<file path="src/rtl/digit_updown_counter.sv">
// Up/down counter holding binary and packed-BCD images of the same value in lock-step,
// with a clock-enable prescaler, programmable maximum, wrap/saturate mode and BCD load.
module digit_updown_counter #(
  parameter int DIGITS    = 4,
  parameter int WIDTH     = 14,
  parameter int MAX_VALUE = 9999,
  parameter int DIVIDE    = 1,
  parameter int SATURATE  = 0
) (
  input  logic                  clock,
  input  logic                  reset,
  input  logic                  enable,
  input  logic                  decrement,
  input  logic                  load,
  input  logic [4*DIGITS-1:0]   load_bcd,
  output logic [WIDTH-1:0]      binout,
  output logic [4*DIGITS-1:0]   bcdout,
  output logic                  boundary,
  output logic                  load_error,
  output logic                  at_zero,
  output logic                  at_max
);

  localparam int BW = 4 * DIGITS;
  localparam int PW = (DIVIDE > 1) ? $clog2(DIVIDE) : 1;
  localparam int DW = $clog2(10 ** DIGITS);

  if ((WIDTH < $clog2(MAX_VALUE + 1)) || (MAX_VALUE < 1) ||
      (MAX_VALUE > (10 ** DIGITS) - 1) || (DIVIDE < 1)) begin : g_param_check
    $error("digit_updown_counter: illegal WIDTH/MAX_VALUE/DIVIDE combination");
  end

  // BCD image of a constant, evaluated at elaboration for the wrap-to-max value.
  function automatic logic [BW-1:0] to_bcd(input int value);
    logic [BW-1:0] r;
    int v;
    r = '0;
    v = value;
    for (int i = 0; i < DIGITS; i++) begin
      r[4*i +: 4] = 4'(v % 10);
      v = v / 10;
    end
    return r;
  endfunction

  localparam logic [BW-1:0]    MAX_BCD   = to_bcd(MAX_VALUE);
  localparam logic [WIDTH-1:0] MAX_BIN   = WIDTH'(MAX_VALUE);
  localparam logic [PW-1:0]    PCNT_LAST = PW'(DIVIDE - 1);
  localparam logic [DW-1:0]    MAX_DEC   = DW'(MAX_VALUE);

  logic [WIDTH-1:0] bin_q;
  logic [WIDTH-1:0] bin_n;
  logic [BW-1:0]    bcd_q;
  logic [BW-1:0]    bcd_n;
  logic [PW-1:0]    pcnt_q;
  logic [PW-1:0]    pcnt_n;
  logic             boundary_q;
  logic             boundary_n;
  logic             load_error_q;
  logic             load_error_n;

  logic [BW-1:0]    bcd_inc;
  logic [BW-1:0]    bcd_dec;
  logic             inc_carry;
  logic             dec_borrow;
  logic [DW-1:0]    load_value;
  logic             load_digits_ok;
  logic             load_ok;
  logic             step;
  logic             at_zero_int;
  logic             at_max_int;

  // Digit-serial BCD increment: a 9 rolls to 0 and passes the carry upward.
  always_comb begin
    bcd_inc   = bcd_q;
    inc_carry = 1'b1;
    for (int i = 0; i < DIGITS; i++) begin
      if (inc_carry) begin
        if (bcd_q[4*i +: 4] == 4'd9) begin
          bcd_inc[4*i +: 4] = 4'd0;
        end else begin
          bcd_inc[4*i +: 4] = bcd_q[4*i +: 4] + 4'd1;
          inc_carry         = 1'b0;
        end
      end
    end
  end

  // Digit-serial BCD decrement: a 0 rolls to 9 and passes the borrow upward.
  always_comb begin
    bcd_dec    = bcd_q;
    dec_borrow = 1'b1;
    for (int i = 0; i < DIGITS; i++) begin
      if (dec_borrow) begin
        if (bcd_q[4*i +: 4] == 4'd0) begin
          bcd_dec[4*i +: 4] = 4'd9;
        end else begin
          bcd_dec[4*i +: 4] = bcd_q[4*i +: 4] - 4'd1;
          dec_borrow        = 1'b0;
        end
      end
    end
  end

  // Horner decode of the load word; the result only matters when every digit is legal.
  always_comb begin
    load_digits_ok = 1'b1;
    load_value     = '0;
    for (int i = DIGITS - 1; i >= 0; i--) begin
      if (load_bcd[4*i +: 4] > 4'd9) begin
        load_digits_ok = 1'b0;
      end
      load_value = load_value * DW'(10) + DW'(load_bcd[4*i +: 4]);
    end
    load_ok = load_digits_ok && (load_value <= MAX_DEC);
  end

  assign at_zero_int = (bin_q == '0);
  assign at_max_int  = (bin_q == MAX_BIN);

  // Load beats step; a load of either outcome restarts the prescaler phase.
  always_comb begin
    bin_n        = bin_q;
    bcd_n        = bcd_q;
    pcnt_n       = pcnt_q;
    boundary_n   = 1'b0;
    load_error_n = 1'b0;
    step         = enable && (pcnt_q == PCNT_LAST);

    if (load) begin
      pcnt_n = '0;
      if (load_ok) begin
        bcd_n = load_bcd;
        bin_n = WIDTH'(load_value);
      end else begin
        load_error_n = 1'b1;
      end
    end else if (step) begin
      pcnt_n = '0;
      if (!decrement) begin
        if (at_max_int) begin
          boundary_n = 1'b1;
          if (SATURATE == 0) begin
            bin_n = '0;
            bcd_n = '0;
          end
        end else begin
          bin_n = bin_q + WIDTH'(1);
          bcd_n = bcd_inc;
        end
      end else begin
        if (at_zero_int) begin
          boundary_n = 1'b1;
          if (SATURATE == 0) begin
            bin_n = MAX_BIN;
            bcd_n = MAX_BCD;
          end
        end else begin
          bin_n = bin_q - WIDTH'(1);
          bcd_n = bcd_dec;
        end
      end
    end else if (enable) begin
      pcnt_n = pcnt_q + PW'(1);
    end
  end

  always_ff @(posedge clock) begin
    if (reset) begin
      bin_q        <= '0;
      bcd_q        <= '0;
      pcnt_q       <= '0;
      boundary_q   <= 1'b0;
      load_error_q <= 1'b0;
    end else begin
      bin_q        <= bin_n;
      bcd_q        <= bcd_n;
      pcnt_q       <= pcnt_n;
      boundary_q   <= boundary_n;
      load_error_q <= load_error_n;
    end
  end

  assign binout     = bin_q;
  assign bcdout     = bcd_q;
  assign boundary   = boundary_q;
  assign load_error = load_error_q;
  assign at_zero    = at_zero_int;
  assign at_max     = at_max_int;

endmodule
</file>
<file path="config.mk">
export PLATFORM = sky130hd
export DESIGN_NAME = digit_updown_counter
export DESIGN_NICKNAME = d
export VERILOG_FILES = /design/src/rtl/digit_updown_counter.sv
export SDC_FILE = /design/constraint.sdc
export NUM_CORES = 1
export LEC_CHECK = 0
export CORE_ASPECT_RATIO = 0.8
export CORE_MARGIN = 10
export CORE_UTILIZATION = 53
export CTS_CLUSTER_DIAMETER = 30
export DETAILED_ROUTE_END_ITERATION = 8
export GPL_ROUTABILITY_DRIVEN = 1
export PLACE_DENSITY_LB_ADDON = 0.12
export SYNTH_ARGS = -nofsm -noshare
export SYNTH_HDL_FRONTEND = slang
export SYNTH_SLANG_ARGS = --single-unit
</file>
<file path="constraint.sdc">
create_clock -name clock -period 8.24 [get_ports clock]
set_input_delay 2.06 -clock clock [delete_from_list [all_inputs] [get_ports clock]]
set_output_delay 2.06 -clock clock [all_outputs]
set_load 0.05 [all_outputs]
</file>
# Word level (Yosys, flattened, before mapping)

Index checks and enable logic that the tools add are counted.

Order comparisons: 5
Add/subtract/negate cells: 14
Bitwise operators: 3
Equality and inequality tests: 9
$mul: 3
Muxes and demuxes: 44
Reduce and logical (&&, ||, !) cells: 18

Operators with widths:

| kind                  | number |
|---|---|
| $mux 16               | 6 |
| $mux 14               | 6 |
| $mux 4                | 14 |
| $mux 1                | 18 |
| $add 4x1->4 const B   | 4 |
| $eq 4x4->1 const B    | 4 |
| $gt 4x4->1 const B    | 4 |
| $logic_not 4->1       | 4 |
| $sub 4x1->4 const B   | 4 |
| $add 13x4->14         | 1 |
| $add 14x1->14 const B | 1 |
| $add 14x4->14         | 1 |
| $eq 14x14->1 const B  | 1 |
| $le 14x14->1 const B  | 1 |
| $logic_not 14->1      | 1 |
| $mul 14x3->13 const B | 1 |
| $sub 14x1->14 const B | 1 |
| $mul 9x3->12 const B  | 1 |
| $ne 4x1->1 const B    | 3 |
| $reduce_and 4->1      | 3 |
| $reduce_bool 4->1     | 3 |
| $add 8x4->9           | 1 |
| $mul 4x3->7 const B   | 1 |
| $reduce_or 3->1       | 2 |
| other kinds (7)       | 10 |

Input bits: 21
Word-level logic and storage cells: 104
Flip-flop bits (word level): 33

# Depth between registers and ports, before layout

Depth in word-level cells: 10
Mapped depth: 27

# Worst setup path before layout

No wires, ideal clock.

Kind: input to register
Start point: input port load_bcd[13]
End point: register bcd_q[12], in the netlist bcdout[12]
Slack: 595 ps
Arrival: 7544 ps
Stages: 22
Required time: 8139 ps
Setup time: 101 ps
Path through: ha_1 > ha_1 > fa_1 > xnor2_1 > ha_1 > ha_1 > xnor2_1 > or3b_2 > xnor2_1 > ha_1 > ha_1 > and3_1 > a221oi_1 > a2bb2oi_1 > nand4_1 > nor3_1 > xnor2_1 > xnor2_1 > o211ai_1 > buf_4 > nand2_1 > o41ai_1

Word-level cells in the longest chain between the ends: 10
Elaborated cells between the ends (all ways): 15
Classes of those cells: add/sub: 3; mul: 3; order compare: 2; eq/ne: 1; mux: 4; reduce/logical: 2

Ends and longest elaborated chain:

| element                        | line | source |
|---|---|---|
| from (decl)                    | 15   | `input logic [4*DIGITS-1:0] load_bcd,` |
| $mul 4x3->7                    | 113  | `load_value = load_value * DW'(10) + DW'(load_bcd[4*i +: 4]);` |
| $add 8x4->9                    | 113  |  |
| $mul 9x3->12                   | 113  |  |
| $add 13x4->14                  | 113  |  |
| $mul 14x3->13                  | 113  |  |
| $add 14x4->14                  | 113  |  |
| $le 14x14->1                   | 115  | `load_ok = load_digits_ok && (load_value <= MAX_DEC);` |
| $logic_and 1x1->1 (*)          | 115  |  |
| $ne 2x1->1 (no line) (*)       | n/a  |  |
| $reduce_and 4->1 (no line) (*) | n/a  |  |
| to (signal assigned)           | 177  | `bcd_q <= bcd_n;` |
| to (decl)                      | 53   | `logic [BW-1:0] bcd_q;` |

Mark *: on every way between the ends. The rest lies on a longest branch, timed or not.
A chain may end at the register's enable or synchronous reset.

# Worst setup path after layout

Start point: input port load_bcd[13]
End point: register bcd_q[13], in the netlist bcdout[13]

Word-level cells in the longest chain between the ends: 10
Elaborated cells between the ends (all ways): 17
Classes of those cells: add/sub: 3; mul: 3; order compare: 2; eq/ne: 1; mux: 6; reduce/logical: 2

Ends and longest elaborated chain:

| element                    | line |
|---|---|
| $mul 4x3->7                | 113 |
| $add 8x4->9                | 113 |
| $mul 9x3->12               | 113 |
| $add 13x4->14              | 113 |
| $mul 14x3->13              | 113 |
| $add 14x4->14              | 113 |
| $le 14x14->1               | 115 |
| $logic_and 1x1->1          | 115 |
| $ne 2x1->1 (no line)       | n/a |
| $reduce_and 4->1 (no line) | n/a |

Parallel ways exist; a longest one is shown, timed or not. The select of a mux whose other input is x is not followed.

==> flow_metrics.py <==
metrics = {
    "critical_path": {
        "crit_fanout": 7,
        "crit_path_end_kind": "register",
        "start_kind": "primary input",
        "r2r_cells": 8,
        "reg2reg_from": "binout[4]$_SDFFE_PP0P_",
        "worstSetupPathType": "in2reg",
        "r2r_slack_ns": 4.09,
        "cp_slowest_cell": "fa_2",
        "path_buf_inv": 6,
        "max_stage_delay_ns": 0.61,
        "crit_top_cell": "ha_1",
        "r2r_end": "bcdout[12]$_SDFFE_PP0P_",
        "cp.required_ns": 8.45,
        "cp.arrival_ns": 8.26,
        "critical-path-top-delay-family": "adder cells",
    },
    "clock_tree": {
        "htreeDepth": 2,
        "cts_hold_buf": 0,
        "cts_max_path_buffers": 2,
        "clk_latency_ns": 0.30,
        "cts_tree": "done",
        "cts_made_buffers": 5,
        "clk_pin_slew_ns": 0.08,
        "cts_sinks": 33,
        "clockRootBuffer": "clkbuf_8",
    },
    "logic_synthesis": {
        "syn_avg_cell_area_sq_um": 7.57,
        "synth_area_leader_cell": "dfxtp_1",
        "ys_warn_count": 0,
        "seq_area_frac_synth": 0.142,
        "ys_types": 79,
        "synth_top_area_share": 0.142,
        "synth.area.top_cells": "dfxtp_1 (14%), ha_1 (13%), xnor2_1 (6.2%), o21ai_0 (5.0%), a21oi_1 (4.9%)",
        "synth_area_sq_um": 4660,
        "synth_edf_count": 0,
        "async_flop_share": 0,
        "ys_ff_latch": 33,
        "yosysMostFrequentCell": "nor2_1",
        "ys.flop_type": "dfxtp_1",
        "synth_commonest_cells": "nor2_1 (57), ha_1 (48), o21ai_0 (47)",
        "synthCells": 616,
        "syn_nets": 691,
    },
    "sta": {
        "drv_slew": 0,
        "finalSetupTns_ns": 0,
        "slew_headroom": 0.309,
        "tightestPinTransition_ns": 1.03,
        "max_freq_mhz": 124,
        "timing.final.crit_share": 0.977,
        "finClkSkew_ns": 0.0123,
        "finalCriticalPeriod_ns": 8.05,
        "finalHoldViolCount": 0,
        "rsz0062_at_grt": "yes",
        "layout_setup_ws_ns": 0.188,
        "setup_viol": 0,
    },
    "global_routing": {
        "first_global_vias": 4800,
        "grt_overflow_total": 0,
        "grtUsageTotal": 0.204,
        "grt_start_max_net_pins": 47,
        "antenna_found_initial": 0,
        "grt_pass1_wl_microns": 23300,
    },
    "cells_and_area": {
        "final_cells": 806,
        "drive_gt1_frac": 0.179,
        "fillCellCount": 712,
        "diodes": 0,
        "fin_nets": 768,
        "area_growth_pct": 26.6,
    },
    "worst_hold_path": {
        "min_to": "pcnt_q$_SDFFE_PP0P_",
        "hold_class": "reg2reg",
        "hold_path_depth": 1,
        "min_from": "pcnt_q$_SDFFE_PP0P_",
    },
    "floorplan": {
        "fp-row-count": 30,
        "die_width_microns": 125,
        "initial_core_util": 0.547,
        "die_h_microns": 104,
        "die-area_sq_um": 13000,
        "coreArea_sq_um": 8520,
        "pin_count": 55,
    },
    "outcome": {
        "status": "complete, no violations",
    },
    "drt": {
        "vias": 4951,
        "drc": 0,
        "first_pass_iters": 5,
        "wl_microns": 14400,
        "ant_nets": 0,
        "drt_iter0_markers": 428,
        "avgRoutedWirePerCell_microns": 17.8,
        "vias_per_cell": 6.14,
    },
    "placement": {
        "placed_cells": 794,
        "hpwlAfterDp_microns": 10300,
        "numPortBuffers": 54,
        "place.gp.congestion": 0.897,
        "place_ws_ns": -0.471,
    },
    "flow_run": {
        "maxCapViolations": 0,
    },
}
cells in the final DEF, fill, tap and decap left out, types with 25 or more instances in the layout:
cell / n
nor2_1: 57
buf_4: 55
clkdlybuf4s50_1: 54
o21ai_0: 45
ha_1: 42
a21oi_1: 40
nand2_1: 37
dfxtp_1: 33
inv_1: 31
xnor2_1: 25
worst reg2reg max path, cell delays in order (launching register included):
cell and delay, ns:
dfxtp_1 0.43, or4_4 0.62, nor4_2 0.85, or3_1 0.83, o21ai_0 0.60, inv_1 0.30, nand2b_1 0.11, o211ai_1 0.21
o41ai_2 0.10
cell type report:
class | instances | area [sq um] | area share
Inverter | 33 | 124 | 0.0210
Sequential cell | 33 | 661 | 0.112
Tap cell | 112 | 140 | 0.0237
Timing Repair Buffer | 112 | 1000 | 0.170
Clock inverter | 3 | 17.5 | 0.00297
Clock buffer | 5 | 68.8 | 0.0117
Multi-Input combinational cell | 508 | 3880 | 0.658
registers in the layout, summed over array words and instances, names as in the netlist:
signal and flops:
load_error 1, boundary 1, pcnt_q 1, bcdout 16, binout 14
routing by layer:
metal  vias to the layer above  global-route usage  routed length (microns)
met3                        27              0.0382                      833
met5                         -                   0                        0
met2                       170               0.334                     6710
li1                       2428                   -                        -
met4                         0              0.0591                      276
met1                      2326               0.267                     6540
cells by family (layout without fill, tap and decap cells):
family | after synthesis | in the layout | synth area share
compound gates | 200 | 200 | 0.292
simple gates | 198 | 198 | 0.216
buf+inv | 75 | 153 | 0.0824
fa+ha+maj | 54 | 54 | 0.155
xor+xnor | 41 | 41 | 0.0800
flops | 33 | 33 | 0.142
mux | 15 | 15 | 0.0328
through the flow:
step,cell area [sq um],hold slack (ns),utilization
final,5900,0.481,0.693
after global routing,5900,0.508,0.693
after CTS,5630,0.481,0.661
after detailed placement,5520,0.472,0.647
after global placement,5520,0.462,0.647
after floorplan,4660,0.454,-
what timing repair did:
action	in CTS	in global routing
setup endpoints to repair	22	30
pin swaps	1	19
setup buffers	1	3
gates resized for setup	4	46
cloned	0	0
worst max path at each step:
stage | from | endpoint | slack (ns) | cells after the start
2_1_floorplan | load_bcd[13] | bcdout[12]$_SDFFE_PP0P_ | 0.59 | 22
3_3_place_gp | load_bcd[13] | bcdout[11]$_SDFFE_PP0P_ | -0.14 | 26
3_5_place_dp | load_bcd[13] | binout[9]$_SDFFE_PP0P_ | -0.47 | 27
4_1_cts | load_bcd[13] | bcdout[13]$_SDFFE_PP0P_ | 0.009 | 29
5_1_grt | load_bcd[12] | bcdout[13]$_SDFFE_PP0P_ | -0.15 | 27
6_report | load_bcd[13] | bcdout[13]$_SDFFE_PP0P_ | 0.19 | 31
Power is left out: the tool's default activity adds up to more than one toggle a clock period on the data nets, which glitch-free logic cannot reach.
